### src/rtl/param_shift_pipe.sv
// param_shift_pipe: WIDTH x DEPTH valid-tagged shift/rotate delay line with tap readout and occupancy count
module param_shift_pipe #(
  parameter int WIDTH = 8,
  parameter int DEPTH = 16,
  localparam int SELW = $clog2(DEPTH),
  localparam int CNTW = $clog2(DEPTH + 1)
) (
  input  logic             clk,
  input  logic             rst,
  input  logic             shift_en,
  input  logic [1:0]       mode,
  input  logic [WIDTH-1:0] din,
  input  logic             din_valid,
  output logic [WIDTH-1:0] dout,
  output logic             dout_valid,
  input  logic [SELW-1:0]  tap_sel,
  output logic [WIDTH-1:0] tap_data,
  output logic [CNTW-1:0]  fill,
  output logic             full,
  output logic             empty
);
  logic [WIDTH-1:0] data [DEPTH];
  logic [DEPTH-1:0] vld;
  logic [WIDTH-1:0] head_d;
  logic             head_v;
  logic             clear;
  logic [CNTW:0]    fill_nx;
  logic             fill_unused;
  always_comb begin
    clear   = mode == 2'b11;
    head_d  = mode == 2'b00 ? din : mode == 2'b01 ? data[DEPTH-1] : '0;
    head_v  = mode == 2'b00 ? din_valid : mode == 2'b01 ? vld[DEPTH-1] : 1'b0;
    // widened by one bit so the +din_valid step cannot wrap before truncation
    fill_nx = clear ? '0
            : mode == 2'b01 ? {1'b0, fill}
            : {1'b0, fill} + {{CNTW{1'b0}}, mode == 2'b00 && din_valid} - {{CNTW{1'b0}}, vld[DEPTH-1]};
  end
  assign fill_unused = fill_nx[CNTW];
  always_ff @(posedge clk or posedge rst) begin
    if (rst) begin
      for (int i = 0; i < DEPTH; i++) data[i] <= '0;
      vld  <= '0;
      fill <= '0;
    end else if (shift_en) begin
      data[0] <= clear ? '0 : head_d;
      for (int i = 1; i < DEPTH; i++) data[i] <= clear ? '0 : data[i-1];
      vld  <= clear ? '0 : {vld[DEPTH-2:0], head_v};
      fill <= fill_nx[CNTW-1:0];
    end
  end
  always_comb begin
    tap_data = '0;
    for (int i = 0; i < DEPTH; i++) if (tap_sel == SELW'(i)) tap_data = data[i];
  end
  assign dout       = data[DEPTH-1];
  assign dout_valid = vld[DEPTH-1];
  assign full       = fill == CNTW'(DEPTH);
  assign empty      = fill == '0;
endmodule

### config.mk
export PLATFORM = sky130hd
export DESIGN_NAME = param_shift_pipe
export DESIGN_NICKNAME = d
export VERILOG_FILES = /design/src/rtl/param_shift_pipe.sv
export SDC_FILE = /design/constraint.sdc
export NUM_CORES = 1
export LEC_CHECK = 0
export ABC_AREA = 1
export CORE_UTILIZATION = 50
export DETAILED_ROUTE_END_ITERATION = 8
export GPL_TIMING_DRIVEN = 0
export PLACE_DENSITY_LB_ADDON = 0.08
export SETUP_SLACK_MARGIN = 0.05
export SLEW_MARGIN = 15
export SYNTH_ARGS = -nofsm -noshare
export SYNTH_HDL_FRONTEND = slang
export SYNTH_SLANG_ARGS = --single-unit
### constraint.sdc
create_clock -name clk -period 8.45 [get_ports clk]
set_clock_uncertainty 0.1 [all_clocks]
set_input_delay 2.535 -clock clk [delete_from_list [all_inputs] [get_ports clk]]
set_output_delay 2.535 -clock clk [all_outputs]
set_load 0.03 [all_outputs]
# --- Word level (Yosys, flattened, before mapping) ---
# Cells that the tools add are included.
totals:
  output_inout_bits: 24
  regBits: 149
  input_bits: 18
  elab_cells: 83
classes:
  muxes: 39
  addsub: 2
  reduce_logical: 5
  n_eq_ne: 19
op_table:
  columns: ["cell", "count"]
  rows:
  - ["8-bit two-way mux", 34]
  - ["4-bit == test (second input constant)", 8]
  - ["4-bit by 3-bit == test with 1-bit output (second input constant)", 4]
  - ["16-bit two-way mux", 1]
  - ["5-bit two-way mux", 2]
  - ["4-bit by 2-bit == test with 1-bit output (second input constant)", 2]
  - ["5-bit by 1-bit adder with 5-bit output", 1]
  - ["5-bit == test (second input constant)", 1]
  - ["5-bit zero test", 1]
  - ["5-bit by 1-bit subtractor with 5-bit output", 1]
  - ["4-bit by 1-bit == test with 1-bit output (second input constant)", 1]
  - ["4-bit zero test", 1]
  - ["2-bit by 1-bit == test with 1-bit output (second input constant)", 1]
  - ["2-bit == test (second input constant)", 1]
  - ["2-bit zero test", 1]
  - ["1-bit two-way mux", 2]
  - ["2-bit != test (second input constant)", 1]
  - ["2-bit AND reduction", 1]
  - ["1-bit logical AND", 1]

# --- Depth between registers and ports, before layout ---
# Gate-level depths: netlist of run 1.
depth:
  word_depth: 17
  mapped_depth: 12
  mapped_depth_nobuf: 12

# --- Worst setup path before layout of run 1 ---
# No wires, ideal clock.
synth_path:
  path_kind: "input port to output port"
  start: "input port tap_sel[1]"
  end: "output port tap_data[4]"
  arrival_ns: 3.682
  required_ns: 5.815
  path_buffers: 0
  path_slack_ns: 2.133
  stages: 10
  cell_sequence: "nand2_1 inv_1 nand2_1 nor2_1 nor3_1 nand4_1 nand2_1 nand4_1 nor2_1 nand4_1"
synth_via:
  elab_chain_cells: 17
  word_cells_on_any_way: 32
  cone_classes: "eq/ne (15); mux (16); reduce/logical (1)"
synth_rtl:
  columns: ["element", "line_no", "source"]
  rows:
  - ["start: declaration", "16", "input logic [SELW-1:0] tap_sel,"]
  - ["4-bit zero test", "53", "for (int i = 0; i < DEPTH; i++) if (tap_sel == SELW'(i)) tap_data = data[i];"]
  - ["8-bit two-way mux (15 in series)", "53", null]
  - ["8-bit two-way mux (*)", "53", null]
  - ["end: declaration", "17", "output logic [WIDTH-1:0] tap_data,"]
# Mark *: on every way between the ends. The rest lies on a longest branch, timed or not.

# --- Worst setup path in the final report of run 1 ---
# Ends and elaborated chain as after synthesis.

==> results.md, run 1 <==
- Status: complete, no violations
- Global-route wire length before repair: about 32000 um
- Starting Density: 51.6%
- Final-report hold violation count: 0
- Fin Hold WS: 0.377 ns
- Peak supply drop: 0.000190 V
- Worst endpoint required time: 5.82 ns
- CP startpoint kind: input port
- Crit Path Class: input port to output pin
- Post-DP HPWL: 13400 um
- Cells after synthesis: 913
- Layout area overhead: 17.5%
- CTS HTree Levels: 4
- FP Rows: 43
- R2R cell count: 9
- LEAKAGE: 4.09 nW
- Final Critical Period: 8.05 ns
- Max FO, Critical Path: 7
- Die height: roughly 120 um
- Post-Syn Area: 7190 um^2
- RSZ-0062 raised after global routing: false
- Slew @ Worst Pin: 0.728 ns
- CP Data Arrival Time: 5.42 ns
- Period Utilization, post-route: 95.3%
- Synth warn: 0
- Vias in the first global route: 6237
- GPL Wtd Cong: between 0.8 and 0.9
- Synth top area share: just over 50%
- Antenna fix cells: 0
- Initial antenna violation count: 0
- Post-Syn Nets: 938
- Initial DRC count: 582
- Hold worst-path end: vld[7]
- Antenna Violating Nets Remaining: 0
- Max frequency: 0.124 GHz
- Clock Pin Slew Worst Setup and Hold Paths: 0.06 ns
- Synth Flop Type: dfrtp_1
- Routed WL: 19500 um
- Nets: about 1000
- Synth top area cells: dfrtp_1 52%, nand2_1 16%, nand3_1 12%
- Gr usage total: 28.8%
- DR DRC count: 0
- Port-buffer cells: 40
- Slew headroom: 51.3%
- Worst Min Path Start: vld[7]
- Unique cell type count in the Yosys netlist: 27
- Area leader, netlist: dfrtp_1
- Setup violators final: 0
- Worst R2R Setup Slack: around 6.2 ns
- Sequential area share after synthesis: roughly half
- DRT Pass-1 Iters: 5
- Hold path depth: 2
- Ys async rst share: 100%
- Total chip power: roughly 1.9 mW
- Most frequent cells after synthesis: 309 x nand2_1, 172 x nand3_1, 149 x dfrtp_1, 52 x inv_1, 51 x nor2_1
- WL/cell: around 17 um
- Tightest Hold Check Type: register to register
- Via Count: between 6000 and 7000
- Setup_tns: 0 ns
- Seq cells post-synth: 149
- EDFF count, synth: 0
- Reg-to-Reg Start: vld[15]
- Post_cts resized: 0
- Clk sinks: 149
- Pwr dens: 222 nW/um^2
- CTS tree: yes
- Syn avg cell area: 7.87 um^2
- Max Slew Vio Count: 0
- CTS max path bufs: 2
- Post-CTS Setup Inserts: 0
- Die Width: around 120 um
- Core box area: around 14000 um^2
- Fraction of layout cells with a size suffix above 1: 6.29%
- Capture point of the worst reg-to-reg path: fill[4]
- Io pins: 42
- Root buf cell: clkbuf_16
- Gr ovfl total: 0
- Vias/cell: 5.47
- Critical Path End Type: output pin
- Clock latency on the worst-skew pair: ~0.43 ns
- Worst Setup SP: tap_sel[1]
- Largest net degree at the start of global routing: 100
- Number of buffers created by CTS: 17
- Most common cell in the netlist: nand2_1
- Post-CTS Hold Fix Bufs: 0
- Die area: 14900 um^2
- # Max-Cap Violations: 0
## power breakdown
part	leakage, nW	switching (mW)	internal (mW)
logic	1.78	0.187	0.110
clock network	0.291	0.327	0.442
registers	2.03	0.0453	0.762
## routing by layer
metal | up-vias | global-route usage (%) | routed length [um]
met3 | 29 | 5.71 | 1000
met2 | 181 | 43.9 | 8900
met1 | 3069 | 41.1 | 9240
met5 | - | 0 | 0
li1 | 3100 | - | -
met4 | 0 | 9.41 | 386
## worst max-delay path by stage
stage	to	slack [ns]
floorplan	data[100]	1.81
global placement	data[56]	-0.35
detailed placement	tap_data[4]	0.50
CTS	tap_data[4]	0.48
global route	tap_data[1]	0.32
finish	tap_data[4]	0.40
## sequential cells by signal (all words and copies together) (netlist names)
name and flops:
data 120, vld 16, dout 8, fill 5
## cell families after synthesis
group	Yosys count	share of synthesized area (%)
adder cells (fa/ha/maj)	7	1.32
buffers and inverters	113	6.68
XOR/XNOR	4	0.487
flip-flops	149	51.9
AND/OR/NAND/NOR	572	34.8
AO/OA/AOI/OAI	68	4.84
## worst max-delay path, stage by stage
cell	delay, ns
clkdlybuf4s50_1	0.55
nand2_1	0.26
inv_1	0.09
nand2_1	0.24
nor2_1	0.09
nor3_1	0.30
nand4_1	0.22
nand2_1	0.14
nand4_1	0.12
nor2_1	0.16
nand4_1	0.11
clkdlybuf4s50_1	0.61
## layout make-up
type / count / area (um^2)
multi-input cells: 651 / 2980
repair buffers: 41 / 428
flip-flops and latches: 149 / 3730
clock buffers: 17 / 425
clock inverters: 15 / 171
inverters: 55 / 214
well taps: 180 / 225
fillers: 1275 / 5490
plain buffers: 58 / 274
## stage by stage
stage               util (%)  instance area (um^2)  instances  setup WS, ns
global route            60.6                  8450       1166         0.322
finish                  60.6                  8450       1166         0.398
global placement        56.1                  7820       1133        -0.346
CTS                     60.6                  8450       1166         0.479
floorplan                  -                  7190        913          1.81
detailed placement      56.3                  7850       1134         0.503
## cells in the final DEF, fill, tap and decap left out, types with 9 or more instances in the layout
| cell | count |
|---|---|
| clkbuf_1 | 37 |
| nand2_1 | 309 |
| dfrtp_1 | 149 |
| o21ai_0 | 36 |
| inv_1 | 51 |
| clkbuf_16 | 17 |
| buf_1 | 9 |
| a21oi_1 | 27 |
| nand3_1 | 172 |
| nor2_1 | 51 |
| nand4_1 | 22 |
| clkdlybuf4s50_1 | 40 |
No activity file was read; power rests on OpenSTA's default activity.
==> run 2: changes to the inputs <==
ABC_AREA = not set   (was 1)
SLEW_MARGIN = 20   (was 15)
==> run 2 against run 1 <==
Against the previous run: flip-flop and latch count did not move; global-route usage fell by 0.30 points; non-clock buffer count rose by 2; wire length rose by 1.7%; core utilization fell by 1.1 points; via count fell by 7.3%; synthesized cell count fell by 8.4%; critical path depth fell by 4; sequential share of layout area fell by 0.84 points; worst hold slack improved by 0.0036 ns; critical path type unchanged.
==> results.md, run 2 <==
- GPL Wtd Cong: 0.914 (+12%)
- Post-Syn Nets: 861 (-8.2%)
- CP startpoint kind: input port
- Final-report hold violation count: 0 (unchanged)
- Max FO, Critical Path: 10 (+3)
- Most common cell in the netlist: inv_1
- Setup violators final: 0 (unchanged)
- Unique cell type count in the Yosys netlist: 51 (+89%)
- Syn avg cell area: 8.84 um^2 (+12%)
- Synth Flop Type: dfrtp_1
- Metal-1 WL: 9030 um (-2.3%)
- Gr ovfl total: 0 (unchanged)
- Sequential area share after synthesis: 50.5% (-1.4 points)
- Nets: 919 (-7.9%)
- Global-route wire length before repair: 31900 um (-1.5%)
- Total chip power: 1.82 mW (-2.6%)
- Via Count: 5916 (-7.3%)
- Gr usage total: 28.5% (-0.30 points)
- Fraction of layout cells with a size suffix above 1: 7.41% (+1.1 points)
- CTS tree: yes
- Post-Syn Area: 7390 um^2 (+2.8%)
- Clock Pin Slew Worst Setup and Hold Paths: 0.06 ns (about the same)
- Antenna fix cells: 0 (unchanged)
- Peak supply drop: 0.000234 V (+23%)
- Number of flip-flops in the largest register: 120 (unchanged)
- Register share of total power: 42.6% (-0.5 points)
- Slew @ Worst Pin: 0.666 ns (-0.0614 ns)
- Register Area: 3730 um^2 (unchanged)
- Crit Path Class: input port to output pin
- Period Utilization, post-route: 94.3% (-1.0 points)
- Initial antenna violation count: 0 (unchanged)
- Net Sw Power: 0.498 mW (-11%)
- Multi-input logic area: 2760 um^2 (-7.4%)
- Die height: 124 um (+1.4%)
- Most flops, register: data
- Synth top area cells: dfrtp_1 50%, o21ai_0 10%, inv_1 7.9%
- Io pins: 42 (unchanged)
- Clk sinks: 149 (unchanged)
- FP Rows: 44 (+2.3%)
- Initial DRC count: 548 (-5.8%)
- WL/cell: 18.3 um (+9.0%)
- Critical Path End Type: output pin
- WL met3: 1340 um (+34%)
- Post_cts resized: 0 (unchanged)
- Post-CTS Hold Fix Bufs: 0 (unchanged)
- Hold path depth: 2 (unchanged)
- LEAKAGE: 3.70 nW (-9.7%)
- Root buf cell: clkbuf_16
- Top Metal Used: met4
- Cells after synthesis: 836 (-8.4%)
- CTS HTree Levels: 4 (unchanged)
- Die Width: 124 um (+1.4%)
- RSZ-0062 raised after global routing: false
- Most common cell after layout, fill and taps aside: inv_1
- Pwr dens: 212 nW/um^2 (-4.4%)
- Combinational share of power: 15.9% (about the same)
- # Max-Cap Violations: 0 (unchanged)
- Routed WL: 19900 um (+1.7%)
- EDFF count, synth: 0 (unchanged)
- Clock latency on the worst-skew pair: 0.43 ns (about the same)
- Number of buffers created by CTS: 17 (unchanged)
- Seq cells post-synth: 149 (unchanged)
- DRT Pass-1 Iters: 7 (+2)
- Internal: 1.33 mW (+0.91%)
- Synth top area share: 50.5% (-1.4 points)
- Layout area overhead: 16.5%
- Met2 WL: 8830 um (-0.80%)
- Fillers: 1306 (+2.4%)
- Synth warn: 0 (unchanged)
- CP Data Arrival Time: 5.33 ns (-0.09 ns)
- Clock power share: 41.5% (+0.4 points)
- Status: complete, no violations
- Largest net degree at the start of global routing: 86 (-14%)
- DR DRC count: 0 (unchanged)
- Max frequency: 0.126 GHz (+1.1%)
- CTS max path bufs: 2 (unchanged)
- Worst endpoint required time: 5.82 ns (about the same)
- Die area: 15300 um^2 (+2.7%)
- Ys async rst share: 100% (unchanged)
- Antenna Violating Nets Remaining: 0 (unchanged)
- Final Critical Period: 7.97 ns (-0.0845 ns)
- Fin Hold WS: 0.381 ns (+0.00362 ns)
- Dpl ws: 0.575 ns (+0.0723 ns)
- Starting Density: 51.0% (-0.57 points)
- Most frequent cells after synthesis: 155 x inv_1, 149 x dfrtp_1, 148 x o21ai_0, 144 x nand2_1, 26 x clkbuf_1
- Slew headroom: 55.6% (+4.3 points)
- Post-route worst setup slack: 0.483 ns (+0.0845 ns)
- Vias in the first global route: 5810 (-6.8%)
- Switch share: 27.3% (-2.5 points)
- Vias/cell: 5.44 (-0.61%)
- Core box area: 14500 um^2 (+3.9%)
- R2R cell count: 9 (unchanged)
- Commonest non-fill, non-tap cells in the layout: 154 x inv_1, 149 x dfrtp_1, 148 x o21ai_0, 144 x nand2_1, 38 x clkdlybuf4s50_1
- Port-buffer cells: 38 (-5.0%)
- Max Slew Vio Count: 0 (unchanged)
- Post-CTS Setup Inserts: 0 (unchanged)
- Area leader, netlist: dfrtp_1
- Post-DP HPWL: 14200 um (+5.9%)
- Tightest Hold Check Type: register to register
==> run 2: cell types whose count changed after synthesis, moves of 17 or more <==
cell     before  now
nand2_1     309  144
o22ai_1       3   21
nor2_1       51   16
o21ai_0      36  148
mux2i_1       0   24
nand4_1      22    0
buf_2         1   18
inv_1        52  155
nand3_1     172    4
==> run 2: cell type report <==
type | instances | area share [%]
clock inverter | 10 | 1.55
buffer | 62 | 3.66
sequential | 149 | 43.3
inverter | 156 | 6.89
multi-input combinational | 469 | 32.0
tap | 184 | 2.67
timing repair buffer | 39 | 4.74
clock buffer | 19 | 5.14
==> run 2: worst max-delay path: stages <==
cell	delay, ns
clkdlybuf4s50_1	0.61
buf_2	0.30
buf_1	0.43
o21ai_0	0.17
a31oi_1	0.19
o21ai_0	0.14
a22oi_1	0.24
clkdlybuf4s50_1	0.71
==> run 2: final timing paths <==
path                            start          end  slack (ns)
setup / recovery           tap_sel[2]  tap_data[3]        0.48
hold / removal               data[92]     data[84]        0.38
setup reg to reg              vld[15]      fill[4]        6.02
hold reg to reg              data[92]     data[84]        0.38
max in group asynchronous         rst     data[36]        5.03
min in group asynchronous         rst       vld[7]        2.44
==> run 2: cells by family after synthesis <==
family	Yosys count	synth area share, %
AO/OA/AOI/OAI	237	18.2
buffers and inverters	218	12.2
AND/OR/NAND/NOR	185	10.3
flip-flops	149	50.5
multiplexers	37	7.16
adder cells (fa/ha/maj)	7	1.29
XOR/XNOR	3	0.356
==> run 2: per-stage QoR <==
step                utilization [%]  std cells  setup TNS, ns  area (um^2)
global placement               55.2       1058         -22.17         8000
floorplan                         -        836              0         7390
detailed placement             55.5       1059              0         8030
global route                   59.5       1088              0         8610
finish                         59.5       1088              0         8610
CTS                            59.5       1088              0         8610
==> run 2: metal layers <==
metal	vias to the layer above	GRT usage (%)
li1	2840	-
met5	-	0
met4	0	11.5
met2	210	42.0
met3	39	7.98
met1	2827	39.5
==> run 2: power groups by stage <==
| stage | sequential (mW) | clock [mW] | combinational (mW) |
|---|---|---|---|
| CTS | 0.777 | 0.767 | 0.291 |
| global route | 0.782 | 0.799 | 0.317 |
| detailed placement | 0.789 | 0 | 0.289 |
| global placement | 0.788 | 0 | 0.280 |
| finish | 0.777 | 0.757 | 0.290 |
| floorplan | 0.795 | 0 | 0.178 |
